$ cat src/rtl/fetch_stage_pkg.sv
// Shared types and defaults for the instruction fetch stage.
package fetch_stage_pkg;
  localparam int XLEN = 32;
  localparam int ILEN = 32;
  localparam logic [XLEN-1:0] RESET_PC = 32'h0000_1000;

  typedef enum logic [1:0] {BOOT, ISSUE, WAIT, DRAIN} fetch_state_e;

  typedef struct packed {
    logic [XLEN-1:0] pc;
    logic [ILEN-1:0] instr;
  } fetch_entry_t;
endpackage

$ cat src/rtl/fetch_stage_if.sv
// Fetch-stage bus: imem request/response, redirect, and decode handshake.
interface fetch_stage_if #(
  parameter int XLEN = 32,
  parameter int ILEN = 32
);
  logic            imem_req_valid;
  logic            imem_req_ready;
  logic [XLEN-1:0] imem_req_addr;
  logic            imem_rsp_valid;
  logic [ILEN-1:0] imem_rsp_data;
  logic            redirect_valid;
  logic [XLEN-1:0] redirect_pc;
  logic            if_valid;
  logic            if_ready;
  logic [ILEN-1:0] if_instr;
  logic [XLEN-1:0] if_pc;

  modport master (
    output imem_req_valid, imem_req_addr, if_valid, if_instr, if_pc,
    input  imem_req_ready, imem_rsp_valid, imem_rsp_data,
           redirect_valid, redirect_pc, if_ready
  );

  modport slave (
    input  imem_req_valid, imem_req_addr, if_valid, if_instr, if_pc,
    output imem_req_ready, imem_rsp_valid, imem_rsp_data,
           redirect_valid, redirect_pc, if_ready
  );
endinterface

$ cat src/rtl/fetch_fifo.sv
// Circular fetch queue; flush wins over push/pop, no read bypass.
module fetch_fifo
  import fetch_stage_pkg::*;
#(
  parameter int  DEPTH   = 2,
  parameter type entry_t = fetch_entry_t,
  localparam int AW      = $clog2(DEPTH),
  localparam int CW      = $clog2(DEPTH + 1)
) (
  input  logic          clk,
  input  logic          rst,
  input  logic          push,
  input  entry_t        push_data,
  input  logic          pop,
  input  logic          flush,
  output entry_t        head,
  output logic [CW-1:0] count,
  output logic          full,
  output logic          empty
);
  entry_t          mem [DEPTH];
  logic [AW-1:0]   rd_ptr, wr_ptr;
  logic            do_push, do_pop;

  assign empty   = (count == '0);
  assign full    = (count == CW'(DEPTH));
  assign do_push = push && !full;
  assign do_pop  = pop && !empty;
  assign head    = mem[rd_ptr];

  // DEPTH is a power of two, so pointer overflow is the wrap.
  always_ff @(posedge clk or posedge rst) begin
    if (rst) begin
      rd_ptr <= '0;
      wr_ptr <= '0;
      count  <= '0;
      for (int i = 0; i < DEPTH; i++) mem[i] <= '0;
    end else if (flush) begin
      rd_ptr <= '0;
      wr_ptr <= '0;
      count  <= '0;
    end else begin
      if (do_push) begin
        mem[wr_ptr] <= push_data;
        wr_ptr      <= wr_ptr + 1'b1;
      end
      if (do_pop) rd_ptr <= rd_ptr + 1'b1;
      count <= count + CW'(do_push) - CW'(do_pop);
    end
  end
endmodule

$ cat src/rtl/fetch_stage.sv
// Instruction fetch: PC, single-outstanding imem request FSM, redirect squash,
// and a small queue toward decode.
module fetch_stage #(
  parameter int              XLEN     = 32,
  parameter int              ILEN     = 32,
  parameter logic [XLEN-1:0] RESET_PC = fetch_stage_pkg::RESET_PC,
  parameter int              FQ_DEPTH = 2
) (
  input logic           clk,
  input logic           rst,
  fetch_stage_if.master bus
);
  import fetch_stage_pkg::*;

  localparam int CW = $clog2(FQ_DEPTH + 1);

  typedef struct packed {
    logic [XLEN-1:0] pc;
    logic [ILEN-1:0] instr;
  } entry_t;

  fetch_state_e    state_q, state_d;
  logic [XLEN-1:0] pc_q, pc_d, req_pc_q;
  logic            accept, rsp_wait, rsp_any, redir;
  entry_t          push_entry, head;
  logic [CW-1:0]   fq_count;
  logic            fq_full, fq_empty;

  assign redir    = bus.redirect_valid;
  assign rsp_any  = bus.imem_rsp_valid;
  assign rsp_wait = (state_q == WAIT) && rsp_any;

  assign bus.imem_req_valid = (state_q == ISSUE) && (fq_count < CW'(FQ_DEPTH));
  assign bus.imem_req_addr  = pc_q;
  assign accept             = bus.imem_req_valid && bus.imem_req_ready;

  always_comb begin
    state_d = state_q;
    pc_d    = pc_q;
    unique case (state_q)
      BOOT:  state_d = ISSUE;
      ISSUE: if (accept) begin
               state_d = WAIT;
               pc_d    = pc_q + XLEN'(4);
             end
      WAIT:  if (rsp_any) state_d = ISSUE;
      DRAIN: if (rsp_any) state_d = ISSUE;
      default: state_d = BOOT;
    endcase
    // A redirect overrides everything; anything still in flight must be drained.
    if (redir) begin
      pc_d = {bus.redirect_pc[XLEN-1:2], 2'b00};
      unique case (state_q)
        ISSUE:       state_d = accept  ? DRAIN : ISSUE;
        WAIT, DRAIN: state_d = rsp_any ? ISSUE : DRAIN;
        default:     state_d = ISSUE;
      endcase
    end
  end

  always_ff @(posedge clk or posedge rst) begin
    if (rst) begin
      state_q  <= BOOT;
      pc_q     <= RESET_PC;
      req_pc_q <= '0;
    end else begin
      state_q <= state_d;
      pc_q    <= pc_d;
      if (accept) req_pc_q <= pc_q;
    end
  end

  assign push_entry = '{pc: req_pc_q, instr: bus.imem_rsp_data};

  fetch_fifo #(
    .DEPTH   (FQ_DEPTH),
    .entry_t (entry_t)
  ) u_fifo (
    .clk       (clk),
    .rst       (rst),
    .push      (rsp_wait && !redir && !fq_full),
    .push_data (push_entry),
    .pop       (bus.if_valid && bus.if_ready),
    .flush     (redir),
    .head      (head),
    .count     (fq_count),
    .full      (fq_full),
    .empty     (fq_empty)
  );

  assign bus.if_valid = !fq_empty;
  assign bus.if_instr = head.instr;
  assign bus.if_pc    = head.pc;
endmodule

$ cat src/flat_wrapper.sv
// flat-port wrapper written by rule: the top's interface ports become plain ports
module fetch_stage_flat import fetch_stage_pkg::*;
#(
  parameter int              XLEN     = 32,
  parameter int              ILEN     = 32,
  parameter logic [XLEN-1:0] RESET_PC = fetch_stage_pkg::RESET_PC,
  parameter int              FQ_DEPTH = 2
)
  (clk, rst, bus_imem_req_valid, bus_imem_req_addr, bus_if_valid, bus_if_instr, bus_if_pc, bus_imem_req_ready, bus_imem_rsp_valid, bus_imem_rsp_data, bus_redirect_valid, bus_redirect_pc, bus_if_ready);
  fetch_stage_if #(.XLEN(XLEN), .ILEN(ILEN)) bus_i ();
  input logic clk;
  input logic rst;
  output wire logic [$bits(bus_i.imem_req_valid)-1:0] bus_imem_req_valid;
  output wire logic [$bits(bus_i.imem_req_addr)-1:0] bus_imem_req_addr;
  output wire logic [$bits(bus_i.if_valid)-1:0] bus_if_valid;
  output wire logic [$bits(bus_i.if_instr)-1:0] bus_if_instr;
  output wire logic [$bits(bus_i.if_pc)-1:0] bus_if_pc;
  input wire logic [$bits(bus_i.imem_req_ready)-1:0] bus_imem_req_ready;
  input wire logic [$bits(bus_i.imem_rsp_valid)-1:0] bus_imem_rsp_valid;
  input wire logic [$bits(bus_i.imem_rsp_data)-1:0] bus_imem_rsp_data;
  input wire logic [$bits(bus_i.redirect_valid)-1:0] bus_redirect_valid;
  input wire logic [$bits(bus_i.redirect_pc)-1:0] bus_redirect_pc;
  input wire logic [$bits(bus_i.if_ready)-1:0] bus_if_ready;
  assign bus_imem_req_valid = bus_i.imem_req_valid;
  assign bus_imem_req_addr = bus_i.imem_req_addr;
  assign bus_if_valid = bus_i.if_valid;
  assign bus_if_instr = bus_i.if_instr;
  assign bus_if_pc = bus_i.if_pc;
  assign bus_i.imem_req_ready = bus_imem_req_ready;
  assign bus_i.imem_rsp_valid = bus_imem_rsp_valid;
  assign bus_i.imem_rsp_data = bus_imem_rsp_data;
  assign bus_i.redirect_valid = bus_redirect_valid;
  assign bus_i.redirect_pc = bus_redirect_pc;
  assign bus_i.if_ready = bus_if_ready;
  fetch_stage #(.XLEN(XLEN), .ILEN(ILEN), .RESET_PC(RESET_PC), .FQ_DEPTH(FQ_DEPTH)) u_core (.clk(clk), .rst(rst), .bus(bus_i));
endmodule
$ cat config.mk
export PLATFORM = sky130hd
export DESIGN_NAME = fetch_stage_flat
export DESIGN_NICKNAME = d
export VERILOG_FILES = /design/src/rtl/fetch_stage_pkg.sv /design/src/rtl/fetch_stage_if.sv /design/src/rtl/fetch_fifo.sv /design/src/rtl/fetch_stage.sv /design/src/flat_wrapper.sv
export SDC_FILE = /design/constraint.sdc
export NUM_CORES = 1
export LEC_CHECK = 0
export CORE_UTILIZATION = 52
export DETAILED_ROUTE_END_ITERATION = 10
export PLACE_DENSITY = 0.8
export RECOVER_POWER = 100
export SKIP_CTS_REPAIR_TIMING = 1
export SLEW_MARGIN = 10
export SYNTH_ARGS = -nofsm -noshare
export SYNTH_HDL_FRONTEND = slang
export SYNTH_SLANG_ARGS = --single-unit
$ cat constraint.sdc
create_clock -name clk -period 7.4 [get_ports clk]
set_clock_uncertainty 0.05 [all_clocks]
set_input_delay 0.74 -clock clk [delete_from_list [all_inputs] [get_ports clk]]
set_output_delay 0.74 -clock clk [all_outputs]
set_load 0.01 [all_outputs]
Word-level counts from Yosys, hierarchy flattened. Index checks and enable logic that the tools add are counted.

Add/subtract/negate cells: 5. Order comparisons: 4. Eq/ne operators: 6. Muxes and demuxes: 21. Bitwise gates (word level): 3. Reductions and logical operators: 22.

Operators with widths (number): $mux 64 (4); $bwmux 128 (1); $mux 32 (3); $demux 64 s1 (1); $add 32x3->32 const B (1); $mux 2 (6); $logic_and 1x1->1 (9); $reduce_bool 2->1 (4); $eq 2x2->1 const B (3); $pmux 2 s3 (1); $reduce_and 2->1 (3); $ge 2x2->1 const B (2); $logic_not 2->1 (2); $mux 1 (4); $not 1->2 (2); $pmux 2 s2 (1); $logic_not 1->1 (3); $ne 3x1->1 const B (1); $ne 3x2->1 const B (1); $add 1x1->1 const B (2); $add 2x1->2 (1); $eq 2x1->1 const B (1); $lt 2x1->1 const B (1); $lt 2x2->1 const B (1); other kinds (3) (3).

Flip-flop bits (word level): 198. Output and inout port bits: 98. Logic and storage cells: 71.

Logic depth before layout (Yosys ltp). Gate-level depths: netlist (run 1).

Depth in word-level cells: 8. Mapped depth: 8. Gate-level depth less buffers: 7.

Modules after synthesis. Synthesis (run 1) repeated with hierarchy kept, for this count alone.

Cells, all modules: 713. Area total of the unflattened synthesis: 8770.9 µm².

Modules (own cells, without submodules): fetch_fifo (instances 1, cells each 366, area an instance 5746.8 µm²); fetch_stage (instances 1, cells each 347, area an instance 3024.2 µm²).

Worst setup path before layout (run 1). No wires, ideal clock.

Path type: in2reg. From: input port bus_redirect_valid. To: register u_core.u_fifo.mem[53] (netlist name). Setup time: 0.125 ns. Data arrival time: 2.265 ns. Data required time: 7.225 ns. Slack: 4.960 ns. Stages on the path: 7. Buffers on the path: 3. Path through: clkbuf_1 -> nor2_1 -> o2111ai_1 -> or2_2 -> clkbuf_1 -> clkbuf_1 -> mux2_2.

Cells in the longest elaborated chain, start to end: 5. Elaborated cells between the ends (all ways): 6. Those cells by class: bitwise (1); reduce/logical (5).

RTL lines: start, declared (RTL line flat_wrapper.sv:21) `input wire logic [$bits(bus_i.redirect_valid)-1:0] bus_redirect_valid;`; $logic_not 1->1 (RTL line fetch_stage.sv:81) `.push (rsp_wait && !redir && !fq_full),`; $logic_and 1x1->1 (2 in series) (RTL line fetch_stage.sv:81); $logic_and 1x1->1 (RTL line fetch_fifo.sv:27) `assign do_push = push && !full;`; $reduce_and 2->1 (no source line) *; end signal, assigned by index (RTL line fetch_fifo.sv:44) `mem[wr_ptr] <= push_data;`; end, declared (RTL line fetch_fifo.sv:21) `entry_t mem [DEPTH];`.

Mark *: on every way between the ends. The rest lies on a longest branch, timed or not. A chain may end at the register's enable or synchronous reset.

Worst setup path in the final report (run 1).
From: register u_core.u_fifo.rd_ptr. To: output port bus_if_instr[25].

Cells in the longest elaborated chain, start to end: 4.

RTL lines: start, declared (RTL line fetch_fifo.sv:22) `logic [AW-1:0] rd_ptr, wr_ptr;`; start signal, assigned (RTL line fetch_fifo.sv:47) `if (do_pop) rd_ptr <= rd_ptr + 1'b1;`; $not 1->2 (implied by the code) (RTL line fetch_fifo.sv:29) `assign head = mem[rd_ptr];`; $mux 64 (implied by the code) (3 in series) (RTL line fetch_fifo.sv:29); end, declared (RTL line flat_wrapper.sv:16) `output wire logic [$bits(bus_i.if_instr)-1:0] bus_if_instr;`.

Every way passes these cells. The select of a mux whose other input is x is not followed.

==> results of run 1 <==
==> area by class of cell <==
type	instances	area (µm²)	share of cell area (%)
Clock inverter	11	214	1.95
Inverter	10	45.0	0.411
Sequential cell	190	4760	43.4
Clock buffer	21	450	4.11
Multi-Input combinational cell	404	3580	32.6
Timing Repair Buffer	166	1640	15.0
Tap cell	216	270	2.47
Antenna cell	1	2.50	0.0228
==> flip-flops by register name, summed over array words and instances (netlist names) <==
name / flops
u_core.u_fifo.wr_ptr: 1
u_core.req_pc_q: 30
u_core.u_fifo.rd_ptr: 1
u_core.u_fifo.mem: 124
u_core.u_fifo.count: 2
u_core.bus.imem_req_addr: 30
u_core.state_q: 2
==> power groups by stage <==
stage	clock (W)	combinational [W]	sequential, W
floorplan	0	0.000676	0.00145
global placement	0	0.00114	0.00149
detailed placement	0	0.00117	0.00153
CTS	0.00104	0.00118	0.00151
global route	0.00109	0.00118	0.00155
finish	0.00103	0.00109	0.00151
==> path summary, 6_finish.rpt <==
check | startpoint | endpoint | slack, ns | depth (start not counted)
min in group asynchronous | rst | u_core.u_fifo.mem[6]$_DFFE_PP0P_ | 0.91 | 2
worst max register to register | u_core.u_fifo.count[1]$_DFF_PP0_ | u_core.u_fifo.mem[45]$_DFFE_PP0P_ | 3.93 | 5
worst max-delay path | u_core.u_fifo.rd_ptr$_DFFE_PP0P_ | bus_if_instr[25] | 2.11 | 3
worst min register to register | u_core.u_fifo.mem[59]$_DFFE_PP0P_ | u_core.u_fifo.mem[59]$_DFFE_PP0P_ | 0.45 | 1
worst min-delay path | u_core.u_fifo.mem[59]$_DFFE_PP0P_ | u_core.u_fifo.mem[59]$_DFFE_PP0P_ | 0.45 | 1
max in group asynchronous | rst | u_core.bus.imem_req_addr[21]$_DFFE_PP0P_ | 4.91 | 3
==> per-layer routing <==
layer / global-route usage (%) / wire length (µm) / up-vias
li1: - / - / 2624
met1: 29.8 / 8130 / 2915
met2: 38.1 / 9330 / 191
met3: 6.81 / 1500 / 36
met4: 10.2 / 424 / 0
met5: 0 / 0 / -
==> worst max-delay path, cell delays in order, from the launching register on <==
cell and delay, ns:
dfrtp_1 1.27, clkbuf_1 1.69, mux2_2 0.46, dlygate4sd3_1 0.62
==> stage by stage <==
stage	instances	area [µm²]	worst slack, ns
2_1_floorplan	647	8570	1.44
3_3_place_gp	986	10300	3.73
3_5_place_dp	986	10300	3.69
4_1_cts	1018	11000	3.77
5_1_grt	1019	11000	1.86
6_report	1019	11000	2.11
==> placed cells by master (no fill, tap or decap), types with 6 or more instances in the layout <==
| cell | Yosys | layout |
|---|---|---|
| mux2_2 | 216 | 215 |
| dfrtp_1 | 189 | 189 |
| dlygate4sd3_1 | 0 | 94 |
| clkdlybuf4s50_1 | 0 | 67 |
| nand2_1 | 26 | 26 |
| nor2_1 | 22 | 22 |
| or4_1 | 19 | 19 |
| clkbuf_16 | 0 | 17 |
| o21ai_0 | 16 | 16 |
| a31oi_1 | 15 | 15 |
| o31ai_1 | 13 | 13 |
| nand4_1 | 12 | 12 |
| nand3_1 | 10 | 10 |
| inv_1 | 9 | 8 |
| xnor2_1 | 8 | 8 |
| bufinv_16 | 0 | 6 |
==> cells by family (layout without fill, tap and decap cells) <==
group,Yosys count,after routing
muxes,217,217
adders and majority gates,3,3
DFF,190,190
other,1,5
AOI/OAI and AO/OA,51,51
and+or+nand+nor,116,116
xor gates and xnor gates,13,13
buffers and inverters,53,208
==> run metrics, run 1 <==
Fin. Hold Viols=0; Pint=about 0.0026 W; Worst Setup Start Kind=flop; TritonCTS Buffers=17; Clock Pin Slew Worst Setup and Hold Paths=about 0.07 ns; CTS Sinks=190; Post-DP HPWL=roughly 13 mm; Nets=approximately 860; DRT iter0 DRCs=around 360; number of flops mapped to enable cells by yosys=0; Mapped Area=8560 µm²; row cnt=between 40 and 50; vias in the first global route=slightly below 6k; H-tree Lvls=4; PD cells=between 300 and 400 nW/µm²; Synth cell types=between 40 and 50; # fillers=roughly 1.2k; MaxCap Viol Count=4; Synth top cells by count=mux2_2 (216), dfrtp_1 (189), nand2_1 (26); core area=16000 µm²; gr usage total=23.6%; ranking of synthesized cells by area=dfrtp_1 (55%), mux2_2 (28%), or4_1 (1.7%); Crit. End Element=primary output; post-synthesis simple-gate area fraction=under 10%; most numerous cell in the Yosys netlist=mux2_2; Layout area overhead=28.0%; layout cell share with drive strength beyond 1=31.5%; Worst Tran Pin Value=2.26 ns; largest net degree at the start of global routing=120; share of power burned in registers=a little over two fifths; antenna violations before repair=1; DR WL/cell=around 19 µm; critical path arrival=around 4.5 ns; final setup fails=0; area leader, netlist=dfrtp_1; Fin Setup TNS=0 ns; syn_area_per_cell=around 13 µm²; top_reg_cell synth=dfrtp_1; Mapped Cells=roughly 640; CP max FO=38; fin crit period=roughly 5.3 ns; Initial Util=a little over half; RSZ-0062 raised after global routing=false; router iterations before antenna repair=7; Synth Area in Compound Gates=between 3 and 4%; drt via density=about 5.7; headroom to the max-slew limit=-50.8%; Util after Layout=slightly below 70%; fin crit share=between 70% and 80%; max-slew violations=between 100 and 150; gp weighted congestion=slightly above 0.8; failing checks=capacitance limit, slew limit; combinational share of power=30.1%; Clock power frac=28.3%; first-pass GRT wire length=30.2 mm; clock insertion delay at the later pin of the skew report=about 0.43 ns; IO Port Bufs=roughly 160; LEAKAGE=between 4 and 5 nW; switching pwr=between 0.001 and 0.0015 W; CTS Buffer Depth=2; Tot Pwr=around 0.0036 W; hold_ws=0.451 ns; Req. time, crit path=about 6.6 ns; gr ovfl total=0; Die Area=approximately 17000 µm²; CTS tree=built; CTS root buf=clkbuf_16; share of the synthesized area in the top cell type=roughly 55%; Ports=168; Detail Route Antenna Nets=0; #FFs+latches synth=190; CP Class=reg2out; Die X=roughly 130 µm; status=complete, but fails checks; fmax=about 0.19 GHz; multiplexer share of the synthesized area=around 29%; main combinational cell family by area after synthesis=multiplexers; total number of vias=just under 6k; VDD IR-drop max=between 0.2 and 0.25 mV; switching part of the total=between 20 and 30%; die height=about 130 µm; sequential area share after synthesis=a little under three fifths; Post-Synth Adder-Cell Area=less than 1%; FFs w/ async S/R, synth=100%; HP Class=reg2reg; Post-Synth XOR/XNOR Area=1.33%; warning count from the yosys run=0; WL final=about 19 mm; DR DRC count=0
(Power assumes the default switching activity.)
==> inputs of run 2 (changes only) <==
==> constraint.sdc (replaced) <==
create_clock -name clk -period 4.9 [get_ports clk]
set_clock_uncertainty 0.05 [all_clocks]
set_input_delay 0.49 -clock clk [delete_from_list [all_inputs] [get_ports clk]]
set_output_delay 0.49 -clock clk [all_outputs]
set_load 0.01 [all_outputs]
==> run metrics, run 2 (same netlist as run 1, synthesis figures left out) <==
DR DRC count=0 (unchanged); critical path arrival=3.39 ns (-1.11 ns); DRT iter0 DRCs=286 (-20%); Worst Setup Start Kind=flop; max reg flops=124 (unchanged); headroom to the max-slew limit=-70.3% (-19 points); clock insertion delay at the later pin of the skew report=0.44 ns (about the same); HP Class=reg2reg; layout cell share with drive strength beyond 1=31.8% (+0.21 points); RSZ-0062 raised after global routing=false; DR WL/cell=18.7 µm (-1.9%); CP max FO=38 (unchanged); WL final=19.0 mm (-1.9%); fin crit period=between 3 and 4 ns; drt via density=5.68 (+0.35%); first-pass GRT wire length=30.6 mm (+1.3%); gr usage total=23.7% (about the same); Layout Cells excl Fill=1019 (unchanged); CTS tree=built; Post-DP Area=10300 µm² (+0.35%); die height=130 µm (unchanged); IO Port Bufs=161 (unchanged); Post-DP HPWL=12.4 mm (-1.1%); placed insts=988 (+0.20%); final setup fails=0 (unchanged); CTS root buf=clkbuf_16; total number of vias=5786 (+0.35%); register with the most flip-flops=u_core.u_fifo.mem; gp weighted congestion=0.778 (-6.3%); fmax=about 0.25 GHz; core area=16000 µm² (unchanged); status=complete, but fails checks; Detail Route Antenna Nets=0 (unchanged); gr ovfl total=0 (unchanged); PD cells=493 nW/µm² (+49%); Fin. Hold Viols=0 (unchanged); H-tree Lvls=4 (unchanged); largest net degree at the start of global routing=191 (+59%); router iterations before antenna repair=4 (-3); CTS Buffer Depth=2 (unchanged); post-route cell area=10900 µm² (-0.32%); # fillers=1177 (+2.1%); Ports=168 (unchanged); setup ws final=0.974 ns (-1.14 ns); fin crit share=between 80 and 90%; most frequent cells in the layout=mux2_2 (215), dfrtp_1 (189), clkdlybuf4s50_1 (90), dlygate4sd3_1 (71), nand2_1 (26); Sequential Area=4760 µm² (unchanged); Die Area=17000 µm² (unchanged); Multi-input gate area=3580 µm² (+0.21%); CTS Sinks=190 (unchanged); Initial Util=53.5% (unchanged); max-slew violations=265 (+130%); Tot Pwr=0.00538 W (+48%); Die X=130 µm (unchanged); R2R Setup Slk=1.65 ns (-2.28 ns); Clock power frac=26.6% (-1.7 points); Worst Tran Pin Value=2.55 ns (+0.292 ns); row cnt=46 (unchanged); share of power burned in registers=42.3% (+0.7 points); Clock Pin Slew Worst Setup and Hold Paths=0.07 ns (about the same); switching pwr=0.00152 W (+50%); antenna diode count=0 (-1); Layout area overhead=27.6%; Nets=864 (+0.23%); failing checks=capacitance limit, slew limit; MaxCap Viol Count=3 (-1); vias in the first global route=6104 (+4.0%); TritonCTS Buffers=17 (unchanged); combinational share of power=31.1% (+1.0 points); pre-CTS setup slack=1.67 ns (-2.02 ns); Fin Setup TNS=0 ns (unchanged); Req. time, crit path=4.36 ns (-2.25 ns); antenna violations before repair=0 (-1); Crit. End Element=primary output; LEAKAGE=4.85 nW (-1.5%); commonest non-fill, non-tap cell in the layout=mux2_2; Pint=0.00387 W (+48%); CP Class=reg2out; switching part of the total=28.2% (+0.39 points); VDD IR-drop max=0.269 mV (+33%)
## run 2: changes by cell type in the layout (fill, tap and decap cells not counted), moves of 2 or more
| cell | before | now |
|---|---|---|
| buf_4 | 3 | 1 |
| bufinv_16 | 6 | 3 |
| clkbuf_8 | 1 | 3 |
| clkdlybuf4s50_1 | 67 | 90 |
| dlygate4sd3_1 | 94 | 71 |
## run 2: power groups by stage
| stage | clock network (W) | logic, W | registers, W |
|---|---|---|---|
| 6_report | 0.00143 | 0.00167 | 0.00228 |
| 5_1_grt | 0.00152 | 0.00180 | 0.00234 |
| 4_1_cts | 0.00145 | 0.00177 | 0.00228 |
| 3_5_place_dp | 0 | 0.00175 | 0.00231 |
| 3_3_place_gp | 0 | 0.00172 | 0.00226 |
| 2_1_floorplan | 0 | 0.00102 | 0.00220 |
## run 2: per-stage QoR
stage               util [%]  hold slack [ns]
floorplan                  -            0.424
detailed placement      64.6            0.437
CTS                     68.4            0.452
global route            68.3            0.463
global placement        64.6            0.431
finish                  68.3            0.453
## run 2: critical path, cell delays in order (launching register included)
cell,delay (ns)
dfrtp_1,1.47
buf_4,0.57
mux2_1,0.40
clkdlybuf4s50_1,0.49
## run 2: final timing paths
| path | startpoint | endpoint | cells past startpoint |
|---|---|---|---|
| worst max-delay path | u_core.u_fifo.rd_ptr$_DFFE_PP0P_ | bus_if_pc[9] | 3 |
| worst min-delay path | u_core.u_fifo.mem[12]$_DFFE_PP0P_ | u_core.u_fifo.mem[12]$_DFFE_PP0P_ | 1 |
| worst max register to register | u_core.u_fifo.count[1]$_DFF_PP0_ | u_core.u_fifo.mem[7]$_DFFE_PP0P_ | 5 |
| worst min register to register | u_core.u_fifo.mem[12]$_DFFE_PP0P_ | u_core.u_fifo.mem[12]$_DFFE_PP0P_ | 1 |
| max in group asynchronous | rst | u_core.u_fifo.mem[26]$_DFFE_PP0P_ | 3 |
| min in group asynchronous | rst | u_core.u_fifo.mem[68]$_DFFE_PP0P_ | 3 |
## run 2: layout make-up
cell class	count	share of cell area [%]
tap	216	2.47
clock buffer	22	4.34
inverter	10	0.378
sequential	190	43.5
multi-input combinational	404	32.8
timing repair buffer	168	15.2
clock inverter	9	1.23
## run 2: metal layers
metal | track usage (%) | wire length (µm)
met5 | 0 | 0
met4 | 8.89 | 357
met3 | 5.99 | 1290
met2 | 39.0 | 9380
met1 | 30.1 | 8000
